## config.mk

```make
export PLATFORM = sky130hd
export DESIGN_NAME = nios2_oci_dct_packer
export DESIGN_NICKNAME = d
export VERILOG_FILES = /design/src/rtl/nios2_oci_dct_packer.sv
export SDC_FILE = /design/constraint.sdc
export NUM_CORES = 1
export LEC_CHECK = 0
export CAP_MARGIN = 20
export CORE_MARGIN = 4
export CORE_UTILIZATION = 40
export DETAILED_ROUTE_END_ITERATION = 6
export GPL_ROUTABILITY_DRIVEN = 0
export GPL_TIMING_DRIVEN = 0
export PLACE_DENSITY = 0.76
export SYNTH_ARGS = -nofsm -noshare
export SYNTH_HDL_FRONTEND = slang
export SYNTH_SLANG_ARGS = --single-unit
```

## constraint.sdc

```tcl
create_clock -name clk -period 4.3 [get_ports clk]
set_input_delay 0.86 -clock clk [delete_from_list [all_inputs] [get_ports clk]]
set_output_delay 0.86 -clock clk [all_outputs]
set_load 0.1 [all_outputs]
```

## src/rtl/nios2_oci_dct_packer.sv

```systemverilog
// Packs 2-bit compressed trace symbols into 30-bit trace words for the OCI trace FIFO.
// Optional feature macro: NIOS2_OCI_DCT_DROP_CNT_EN builds the saturating drop counter.
module nios2_oci_dct_packer #(
   parameter int SYM_W = 2,
   parameter int DEPTH = 15,
   parameter int CNT_W = 4
) (
   input  logic                   clk,
   input  logic                   reset_n,
   input  logic                   trc_on,
   input  logic                   sym_valid,
   input  logic [SYM_W-1:0]       sym,
   input  logic                   flush,
   output logic [SYM_W*DEPTH-1:0] dct_buffer,
   output logic [CNT_W-1:0]       dct_count,
   output logic                   pkt_valid,
   input  logic                   pkt_ready,
   output logic [SYM_W*DEPTH-1:0] pkt_data,
   output logic [CNT_W-1:0]       pkt_count,
   output logic                   overflow,
   output logic [7:0]             drop_cnt
);

   localparam int WORD_W = SYM_W * DEPTH;

   logic [WORD_W-1:0] buf_q, buf_d;
   logic [CNT_W-1:0]  cnt_q, cnt_d;
   logic              pkt_valid_q, pkt_valid_d;
   logic [WORD_W-1:0] pkt_data_q, pkt_data_d;
   logic [CNT_W-1:0]  pkt_count_q, pkt_count_d;
   logic              ovf_q, ovf_d;

   logic              acc;
   logic              emit;
   logic              free;
   logic [CNT_W-1:0]  n;
   logic [WORD_W-1:0] wr_buf;

   always_comb begin
      acc    = sym_valid & trc_on;
      wr_buf = buf_q;
      for (int unsigned i = 0; i < DEPTH; i++) begin
         if (acc && (cnt_q == CNT_W'(i))) begin
            wr_buf[i*SYM_W +: SYM_W] = sym;
         end
      end
      n    = cnt_q + CNT_W'(acc);
      // The emitted word already contains this cycle's symbol.
      emit = (n == CNT_W'(DEPTH)) | (flush & (n != '0));
      free = ~pkt_valid_q | pkt_ready;
   end

   always_comb begin
      buf_d       = wr_buf;
      cnt_d       = n;
      pkt_valid_d = pkt_valid_q;
      pkt_data_d  = pkt_data_q;
      pkt_count_d = pkt_count_q;
      ovf_d       = ovf_q;
      if (emit) begin
         buf_d = '0;
         cnt_d = '0;
         if (free) begin
            pkt_valid_d = 1'b1;
            pkt_data_d  = wr_buf;
            pkt_count_d = n;
         end else begin
            ovf_d = 1'b1;
         end
      end else if (pkt_valid_q && pkt_ready) begin
         pkt_valid_d = 1'b0;
      end
   end

   always_ff @(posedge clk or negedge reset_n) begin
      if (!reset_n) begin
         buf_q       <= '0;
         cnt_q       <= '0;
         pkt_valid_q <= 1'b0;
         pkt_data_q  <= '0;
         pkt_count_q <= '0;
         ovf_q       <= 1'b0;
      end else begin
         buf_q       <= buf_d;
         cnt_q       <= cnt_d;
         pkt_valid_q <= pkt_valid_d;
         pkt_data_q  <= pkt_data_d;
         pkt_count_q <= pkt_count_d;
         ovf_q       <= ovf_d;
      end
   end

`ifdef NIOS2_OCI_DCT_DROP_CNT_EN
   logic [7:0] drop_q, drop_d;

   always_comb begin
      drop_d = drop_q;
      if (emit && !free && (drop_q != '1)) begin
         drop_d = drop_q + 8'd1;
      end
   end

   always_ff @(posedge clk or negedge reset_n) begin
      if (!reset_n) begin
         drop_q <= '0;
      end else begin
         drop_q <= drop_d;
      end
   end

   assign drop_cnt = drop_q;
`else
   assign drop_cnt = '0;
`endif

   assign dct_buffer = buf_q;
   assign dct_count  = cnt_q;
   assign pkt_valid  = pkt_valid_q;
   assign pkt_data   = pkt_data_q;
   assign pkt_count  = pkt_count_q;
   assign overflow   = ovf_q;

endmodule

```

* Yosys cells after proc, flatten, opt, wreduce, memory -nomap -nowiden
Index checks and enable logic that the tools add are counted.
** Operators by class
- Multiplexer cells :: 20
- Eq/ne operators :: 16
- Reduce and logical (&&, ||, !) cells :: 22
- Add/sub/neg operators :: 1
- Bitwise operators :: 6
** Operators with widths (count)
- 4-bit == test (second input constant) :: 8
- 2-bit 2-to-1 mux :: 15
- 30-bit 2-to-1 mux :: 1
- 4-bit by 3-bit == test with 1-bit output (second input constant) :: 4
- 1-bit logical AND :: 16
- 4-bit by 2-bit == test with 1-bit output (second input constant) :: 2
- 2-bit AND reduction :: 3
- 4-bit by 1-bit adder with 4-bit output :: 1
- 4-bit by 1-bit == test with 1-bit output (second input constant) :: 1
- 4-bit zero test :: 1
- 4-bit 2-to-1 mux :: 1
- 4-bit nonzero test :: 1
- 1-bit 2-to-1 mux :: 3
- 1-bit AND :: 2
- 2-bit by 1-bit inequality test with 1-bit output (second input constant) :: 1
- 1-bit inverter :: 2
- 1-bit OR :: 2
- 2-bit nonzero test :: 1
** Word-level totals
- Output and inout bits :: 78
- Bits of input ports :: 8
- Logic and storage cells :: 71
- Register bits after elaboration :: 70

* Depth between registers and ports, before layout
Gate-level depths: netlist of run 1.
- Depth after elaboration :: 7
- Depth in mapped cells :: 10
- Mapped depth without buffers :: 9

* Least setup slack after synthesis of run 1
OpenSTA, ideal clock, no wires.
- Path type :: register to register
- Start point :: register cnt_q[0], in the netlist dct_count[0]
- End point :: register pkt_data_q[16], in the netlist pkt_data[16]
- Clock period less this slack :: 2.572 ns
- Arrival time :: 2.441 ns
- Setup slack :: 1.728 ns
- Setup time :: 0.131 ns
- Cell stages (with the launch flop) :: 9
- Path buffers :: 1
- Path through :: dfrtp_1 ha_1 ha_1 xor2_1 a31oi_2 o2bb2ai_4 and2_4 buf_4 a21oi_1
** Between the ends
- Longest elaborated chain between the ends :: 5
** RTL lines
- start, declared :: line 27 : logic [CNT_W-1:0] cnt_q, cnt_d;
- start signal, assigned :: line 85 : cnt_q <= cnt_d;
- 4-bit by 1-bit adder with 4-bit output :: line 47 : n = cnt_q + CNT_W'(acc);
- 4-bit nonzero test :: line 49 : emit = (n == CNT_W'(DEPTH)) | (flush & (n != '0));
- 1-bit AND :: line 49
- 1-bit OR :: line 49
- 2-bit AND reduction (no line)
- end signal, assigned :: line 87 : pkt_data_q <= pkt_data_d;
- end, declared :: line 29 : logic [WORD_W-1:0] pkt_data_q, pkt_data_d;
Several ways; a longest one is shown, not always the timed one.
A chain may end at the register's enable or synchronous reset.

* Worst setup path in the final report of run 1
- Start point :: register cnt_q[1], in the netlist dct_count[1]
- End point :: output dct_count[1]
** RTL lines
- end, declared :: line 15 : output logic [CNT_W-1:0] dct_count,
No word-level cell between the ends.

==> metrics.txt, run 1 <==
Critical Path RT=3.44 ns; initial antenna violation count=0; Yosys top cell area share=57.2%; setup violators final=0; Max Cap Viol=0; Critical Path AT=~2.1 ns; nets=slightly below 400; top-count cell post-synth=dfrtp_1; vias in the first global route=between 2,000 and 2,500; core box area=around 7300 um2; count of hold-fix buffers inserted at cts=0; syn avg cell area=roughly 11 um2; Netlist cell types=34; fraction of layout instances using a drive strength above 1=11.3%; Slew HR=32.8%; Syn. warnings=0; largest area contributor in the netlist=dfrtp_1; post-synthesis cell count=approximately 280; maximum clock rate=between 300 and 400 MHz; Crit-path slowest cell=clkdlybuf4s50_1; Final HPWL DP=5580 um; crit path max fanout=11; WS Path Type=flop to primary output; CP Capture Type=primary output; Setup crit start kind=flop; status=complete, no violations; largest cells by area after synthesis=dfrtp_1 57%, a21oi_1 10%, mux2i_1 9.8%; buffers added on ports=77; DIE AREA=around 9100 um2; commonest cells in the netlist=70 x dfrtp_1, 64 x a21oi_1, 44 x nor2_1; GRT overflow=0; ordered list of cells on the worst path=clkdlybuf4s50_1; io pins=86; final hold slack=roughly 0.48 ns; drt first pass iters=5; largest net degree at the start of global routing=between 70 and 80; starting density of the core=41.8%; # diodes=0; Final Max Slew Viols=0; Crit path buffers/inverters=1; root buffer cell=clkbuf_8; cell family contributing the most delay on the critical path=buffers and inverters; setup_tns=0 ns; max incr delay on CP=about 1.2 ns; drt drc=0; Post-synth top flop=dfrtp_1; CTS tree=done; fraction of registers with async set/reset=100%; final antenna-violating net count=0; WL per Instance=~16 um; clock sinks=70; RSZ-0062 raised after global routing=false; GRT Util Overall=~18%; register area share after synthesis=between 50% and 60%; post-cts repair resize count=0; DR vias=2,395; min Tclk post-route=slightly below 3 ns; Yosys reg bits=70; number of buffers created by CTS=9; fill count=around 640; Die H=95.5 um; clk_lat worst skew=around 0.34 ns; Worst Tran Pin Value=about 1.0 ns; Placed Cells=465; Mapped Area=approximately 3000 um2; cell area after layout=between 4000 and 5000 um2; post-CTS setup buffer count=0; Rows=31; first-pass GRT wire length=12,300 um; vias per inst=~5; CTS H-tree depth=3; P&R area growth vs syn=35.5%; WL final=approximately 7700 um; Setup Skew=0.0115 ns; placed cell areas=around 4000 um2; number of enable flip-flop cells after synthesis=0; clk buf depth=2; Worst-path clk slew=around 0.07 ns; hold violation total from the final report=0; period utilization=68.3%; 1st-iter DRT viols=approximately 130; Hold Path Class=flop to flop; die width=between 90 and 100 um; Finished Layout Cells=about 480
[cell usage in the layout, fill, tap and decap left out, types with 2 or more instances in the layout]
master           count
mux2i_1             30
buf_6                2
buf_2                4
a41oi_1              2
nor2_1              44
nand3b_1             2
nand2_1              9
or3_1                2
ha_1                 2
nand2b_1             7
buf_4               15
clkbuf_8            10
clkinv_2             3
a21oi_1             64
inv_1                4
clkbuf_1             8
clkdlybuf4s50_1     76
dfrtp_1             70
conb_1               8
nor3_1               2
[worst paths after layout]
check                                       start                  endpoint  slack, ns  cells after the start
setup reg to reg           dct_count[0]$_DFF_PN0_  pkt_data[11]$_DFFE_PN0P_       2.14                      8
min in group asynchronous                 reset_n  pkt_count[2]$_DFFE_PN0P_       0.63                      1
hold / removal               overflow$_DFFE_PN0P_      overflow$_DFFE_PN0P_       0.48                      1
setup / recovery           dct_count[1]$_DFF_PN0_              dct_count[1]       1.36                      1
hold reg to reg              overflow$_DFFE_PN0P_      overflow$_DFFE_PN0P_       0.48                      1
max in group asynchronous                 reset_n   dct_buffer[0]$_DFF_PN0_       3.10                      1
[state kept, by name (all words and copies together), names as in the netlist]
register	flops
dct_buffer	30
dct_count	4
overflow	1
pkt_count	4
pkt_data	30
pkt_valid	1
[metal layers]
metal	wire length [um]	track usage, %	part of all wire, %	vias to the layer above
met3	432	5.37	5.6	9
met4	80	5.21	1.0	0
met1	3530	23.9	46	1165
li1	-	-	-	1144
met5	0	0	0	-
met2	3650	28.1	47	77
[metrics by stage]
stage                     setup slack, ns  util, %
final                                1.36     56.6
after CTS                            1.33     56.6
after global placement              0.113     54.3
after detailed placement             1.10     54.3
after global routing                 1.26     56.6
after floorplan                      1.73        -
[layout make-up]
type                       instances  area [um2]  share of cell area (%)
inverter                           4        15.0                   0.362
buffer                            26         170                    4.10
sequential                        70        1750                    42.2
timing repair buffer              77         768                    18.5
clock inverter                     4        22.5                   0.543
tap                               99         124                    2.99
multi-input combinational        189        1150                    27.8
clock buffer                      12         145                    3.50
[cells by family after synthesis]
| kind of cell | count (synthesis) | share of synthesized area (%) |
|---|---|---|
| xor+xnor | 3 | 1.35 |
| fa+ha+maj | 2 | 0.817 |
| other cells | 1 | 0.122 |
| buf+inv | 30 | 6.05 |
| mux | 31 | 10.2 |
| simple gates | 72 | 10.5 |
| compound gates | 73 | 13.7 |
| flops | 70 | 57.2 |
Power of run 1 is not shown: default switching activity piles up to over one toggle a cycle in this logic, so the estimate is an artifact.
==> run 2: changes to the inputs <==
--- a/config.mk
+++ b/config.mk
@@ -11,7 +11,7 @@
 export DETAILED_ROUTE_END_ITERATION = 6
 export GPL_ROUTABILITY_DRIVEN = 0
 export GPL_TIMING_DRIVEN = 0
-export PLACE_DENSITY = 0.76
+export PLACE_DENSITY = 0.78
 export SYNTH_ARGS = -nofsm -noshare
 export SYNTH_HDL_FRONTEND = slang
 export SYNTH_SLANG_ARGS = --single-unit
==> constraint.sdc (replaced) <==
create_clock -name clk -period 2.45 [get_ports clk]
set_input_delay 0.49 -clock clk [delete_from_list [all_inputs] [get_ports clk]]
set_output_delay 0.49 -clock clk [all_outputs]
set_load 0.1 [all_outputs]
==> metrics.txt, run 2 (synthesis gave the netlist of run 1 again) <==
status=complete, no violations; Final Max Slew Viols=0 (unchanged); reg2reg setup slack=0.43 ns (-1.71 ns); commonest non-fill, non-tap cell in the layout=clkdlybuf4s50_1; Final HPWL DP=5550 um (-0.49%); Rows=31 (unchanged); 1st-iter DRT viols=124 (-3.9%); Die H=95.5 um (unchanged); DR vias=2,481 (+3.6%); hold violation total from the final report=0 (unchanged); Critical Path AT=1.89 ns (-0.19 ns); Crit path buffers/inverters=1 (unchanged); Worst R2R Path Depth=8 (unchanged); count of hold-fix buffers inserted at cts=0 (unchanged); WL per Instance=16.5 um (+3.0%); GRT overflow=0 (unchanged); most frequent cells in the layout=74 x clkdlybuf4s50_1, 69 x dfrtp_1, 64 x a21oi_1; vias in the first global route=2,452 (+0.53%); Setup crit start kind=flop; drt first pass iters=5 (unchanged); P&R area growth vs syn=36.5%; initial antenna violation count=0 (unchanged); CTS H-tree depth=3 (unchanged); WL met1=3480 um (-1.5%); Crit-path slowest cell=clkdlybuf4s50_1; CP Capture Type=primary output; io pins=86 (unchanged); final antenna-violating net count=0 (unchanged); Met3 Wirelength=650 um (+50%); Critical Path RT=1.96 ns (-1.48 ns); core box area=7330 um2 (unchanged); met2 routed WL=3690 um (+1.1%); crit path max fanout=2 (-9); GRT Util Overall=17.9% (+0.062 points); nets=387 (unchanged); clock sinks=70 (unchanged); Setup Skew=0.0118 ns (+0.000279 ns); die width=95.5 um (unchanged); RR Startpoint=dct_count[0]$_DFF_PN0_; clk_lat worst skew=0.35 ns (about the same); # diodes=0 (unchanged); FF-to-FF End=dct_buffer[16]$_DFF_PN0_; min Tclk post-route=2.38 ns; Worst Tran Pin Value=1.00 ns (+0.000229 ns); DIE AREA=9120 um2 (unchanged); CTS tree=done; period utilization=a little under 100%; maximum clock rate=around 420 MHz; setup violators final=0 (unchanged); top layer in use=met4; fraction of layout instances using a drive strength above 1=12.6% (+1.3 points); Hold Path Class=input port to asynchronous set/reset pin; vias per inst=5.17 (+3.8%); crit path from=pkt_data[6]$_DFFE_PN0P_; WL final=7910 um (+2.7%); first-pass GRT wire length=12,400 um (+0.51%); WS Path Type=flop to primary output; drt drc=0 (unchanged); number of buffers created by CTS=9 (unchanged); root buffer cell=clkbuf_8; RSZ-0062 raised after global routing=false; ordered list of cells on the worst path=clkdlybuf4s50_1; Worst-path clk slew=0.08 ns (about the same); Slew HR=32.8% (about the same); final hold slack=0.245 ns (-0.233 ns); max incr delay on CP=1.16 ns (-0.04 ns); clk buf depth=2 (unchanged); Max Cap Viol=0 (unchanged); starting density of the core=41.8% (unchanged); buffers added on ports=77 (unchanged); largest net degree at the start of global routing=71 (unchanged); cell family contributing the most delay on the critical path=buffers and inverters
run 2: what timing repair did:
item | CTS | global route
pin swaps | 0 | 1
setup buffers | 0 | 0
resized for setup | 4 | 10
endpoints found under the setup margin | 58 | 66
run 2: how the worst max path moves through the flow:
| stage | to | cells after the start | slack [ns] |
|---|---|---|---|
| global placement | dct_count[0]$_DFF_PN0_ | 1 | -1.60 |
| CTS | dct_buffer[16]$_DFF_PN0_ | 11 | 0.0008 |
| detailed placement | dct_buffer[16]$_DFF_PN0_ | 11 | -0.43 |
| global route | dct_count[1] | 1 | 0.02 |
| floorplan | pkt_data[16]$_DFFE_PN0P_ | 7 | 0.04 |
| finish | pkt_data[6] | 1 | 0.07 |
run 2: through the flow:
step                      TNS (ns)  area [um2]  util (%)  std cells  setup WS, ns
after floorplan                  0        3090         -        289        0.0399
after global placement     -115.72        3980      54.3        465         -1.60
after detailed placement    -25.22        3980      54.3        465        -0.426
after CTS                        0        4140      56.5        480      0.000791
after global routing             0        4180      57.0        480        0.0216
final                            0        4180      57.0        480        0.0696
run 2: routing by layer:
layer | GRT usage [%] | vias up
li1 | - | 1142
met1 | 24.4 | 1209
met2 | 27.8 | 119
met3 | 5.84 | 11
met4 | 4.50 | 0
met5 | 0 | -
run 2: final cells by class:
cell class / count / area [um2]
multi-input cells: 189 / 1180
well taps: 99 / 124
flip-flops and latches: 70 / 1750
inverters: 4 / 15.0
plain buffers: 26 / 181
clock buffers: 10 / 128
fillers: 624 / 3150
clock inverters: 5 / 27.5
repair buffers: 77 / 766
run 2: worst register-to-register path: stages (launching register included):
cell and delay [ns]:
dfrtp_2 0.48, ha_4 0.20, ha_4 0.17, xor2_2 0.16, a31oi_2 0.14, o2bb2ai_4 0.23
buf_4 0.21, buf_4 0.20, nor2_1 0.08
Power of run 2 is left out for the same reason.
==> run 3: changes to the inputs <==
--- a/config.mk
+++ b/config.mk
@@ -12,6 +12,7 @@
 export GPL_ROUTABILITY_DRIVEN = 0
 export GPL_TIMING_DRIVEN = 0
 export PLACE_DENSITY = 0.78
+export RECOVER_POWER = 50
 export SYNTH_ARGS = -nofsm -noshare
 export SYNTH_HDL_FRONTEND = slang
 export SYNTH_SLANG_ARGS = --single-unit
==> metrics.txt, run 3 (synthesis gave the netlist of run 1 again) <==
status=finished, violations left; failing checks=capacitance limit, slew limit; reg2reg setup slack=0.44 ns (about the same); ordered list of cells on the worst path=dlygate4sd3_1; DIE AREA=9120 um2 (unchanged); most frequent cells in the layout=72 x clkdlybuf4s50_1, 69 x dfrtp_1, 64 x a21oi_1; Worst-path clk slew=0.07 ns (about the same); DR vias=2,478 (-0.12%); min Tclk post-route=2.38 ns (+0.00340 ns); io pins=86 (unchanged); Setup crit start kind=flop; P&R area growth vs syn=36.1%; Crit path buffers/inverters=1 (unchanged); CTS H-tree depth=3 (unchanged); Worst R2R Path Depth=8 (unchanged); fraction of layout instances using a drive strength above 1=12.6% (unchanged); WP depth=1 (unchanged); RSZ-0062 raised after global routing=false; Critical Path AT=1.89 ns (about the same); hold path start=overflow$_DFFE_PN0P_; Met3 Wirelength=672 um (+3.4%); FF-to-FF End=dct_buffer[16]$_DFF_PN0_; Max Cap Viol=1 (+1); number of buffers created by CTS=9 (unchanged); hold violation total from the final report=0 (unchanged); CP Capture Type=primary output; vias in the first global route=2,452 (unchanged); Worst Tran Pin Value=1.68 ns (+0.679 ns); RR Startpoint=dct_count[0]$_DFF_PN0_; Hold Path Class=flop to flop; period utilization=97.3% (+0.14 points); # diodes=0 (unchanged); Final HPWL DP=5550 um (unchanged); CTS tree=done; drt first pass iters=5 (unchanged); WL final=7900 um (about the same); die width=95.5 um (unchanged); max incr delay on CP=1.20 ns (+0.04 ns); clk_lat worst skew=0.35 ns (about the same); Critical Path RT=1.96 ns (about the same); post-CTS setup buffer count=0 (unchanged); Crit-path slowest cell=dlygate4sd3_1; Rows=31 (unchanged); WL per Instance=16.5 um (about the same); top layer in use=met4; nets=387 (unchanged); GRT overflow=0 (unchanged); drt drc=0 (unchanged); Placed Cells=465 (unchanged); 1st-iter DRT viols=126 (+1.6%); WS Path Type=flop to primary output; buffers added on ports=77 (unchanged); Slew HR=-12.2% (-45 points); starting density of the core=41.8% (unchanged); clock sinks=70 (unchanged); cell family contributing the most delay on the critical path=buffers and inverters; final core occ=56.8% (-0.15 points); first-pass GRT wire length=12,400 um (unchanged); GRT Util Overall=17.9% (unchanged); commonest non-fill, non-tap cell in the layout=clkdlybuf4s50_1; core box area=7330 um2 (unchanged); Final Max Slew Viols=71 (+71); largest net degree at the start of global routing=71 (unchanged); Finished Layout Cells=480 (unchanged); met2 routed WL=3700 um (+0.30%); maximum clock rate=419 MHz (-0.14%); WL met1=3440 um (-0.98%); root buffer cell=clkbuf_8; Setup Skew=0.0115 ns (-0.000291 ns); crit path from=pkt_count[0]$_DFFE_PN0P_; crit path max fanout=2 (unchanged); setup violators final=0 (unchanged); final antenna-violating net count=0 (unchanged); Hold EP=overflow$_DFFE_PN0P_; hold path depth=1; vias per inst=5.16 (-0.12%); Die H=95.5 um (unchanged); initial antenna violation count=0 (unchanged); clk buf depth=2 (unchanged)
## run 3: changes by cell type in the layout (fill, tap and decap cells not counted), sizes merged
cell / before / now
clkdlybuf4s50: 74 / 72
dlygate4sd2: 2 / 1
dlygate4sd3: 0 / 2
clkbuf: 17 / 19
buf: 20 / 19
## run 3: per-stage QoR
| step | area (um2) | setup TNS [ns] | worst slack, ns | hold slack, ns |
|---|---|---|---|---|
| 2_1_floorplan | 3090 | 0 | 0.0399 | 0.194 |
| 3_3_place_gp | 3980 | -115.72 | -1.60 | 0.449 |
| 3_5_place_dp | 3980 | -25.22 | -0.426 | 0.454 |
| 4_1_cts | 4140 | 0 | 0.000791 | 0.278 |
| 5_1_grt | 4170 | 0 | 0.0126 | 0.509 |
| 6_report | 4170 | 0 | 0.0662 | 0.468 |
## run 3: timing repair
item | 4_1_cts | 5_1_grt
endpoints found under the setup margin | 58 | 66
pin swaps | 0 | 1
hold buffers | 0 | 0
gates resized for setup | 4 | 10
## run 3: layer usage
layer	global-route usage, %	vias to the layer above
li1	-	1140
met1	24.4	1206
met2	27.8	121
met3	5.84	11
met4	4.50	0
met5	0	-
## run 3: final cells by class
| cell class | count | area [um2] |
|---|---|---|
| Tap cell | 99 | 124 |
| Clock buffer | 10 | 128 |
| Buffer | 26 | 178 |
| Inverter | 4 | 15.0 |
| Clock inverter | 5 | 27.5 |
| Timing Repair Buffer | 77 | 758 |
| Sequential cell | 70 | 1750 |
| Fill cell | 626 | 3160 |
| Multi-Input combinational cell | 189 | 1180 |
## run 3: worst max-delay path by stage
stage                                    end
finish                          pkt_count[0]
global route        pkt_data[29]$_DFFE_PN0P_
CTS                 dct_buffer[16]$_DFF_PN0_
detailed placement  dct_buffer[16]$_DFF_PN0_
global placement      dct_count[0]$_DFF_PN0_
floorplan           pkt_data[16]$_DFFE_PN0P_
## run 3: worst reg2reg max path, cell delays in order (launching register included)
cell and delay, ns:
dfrtp_2 0.48, ha_4 0.20, ha_4 0.17, xor2_2 0.17
a31oi_2 0.14, o2bb2ai_4 0.23, buf_4 0.21, buf_4 0.20
nor2_1 0.08
Power of run 3 is left out for the same reason.
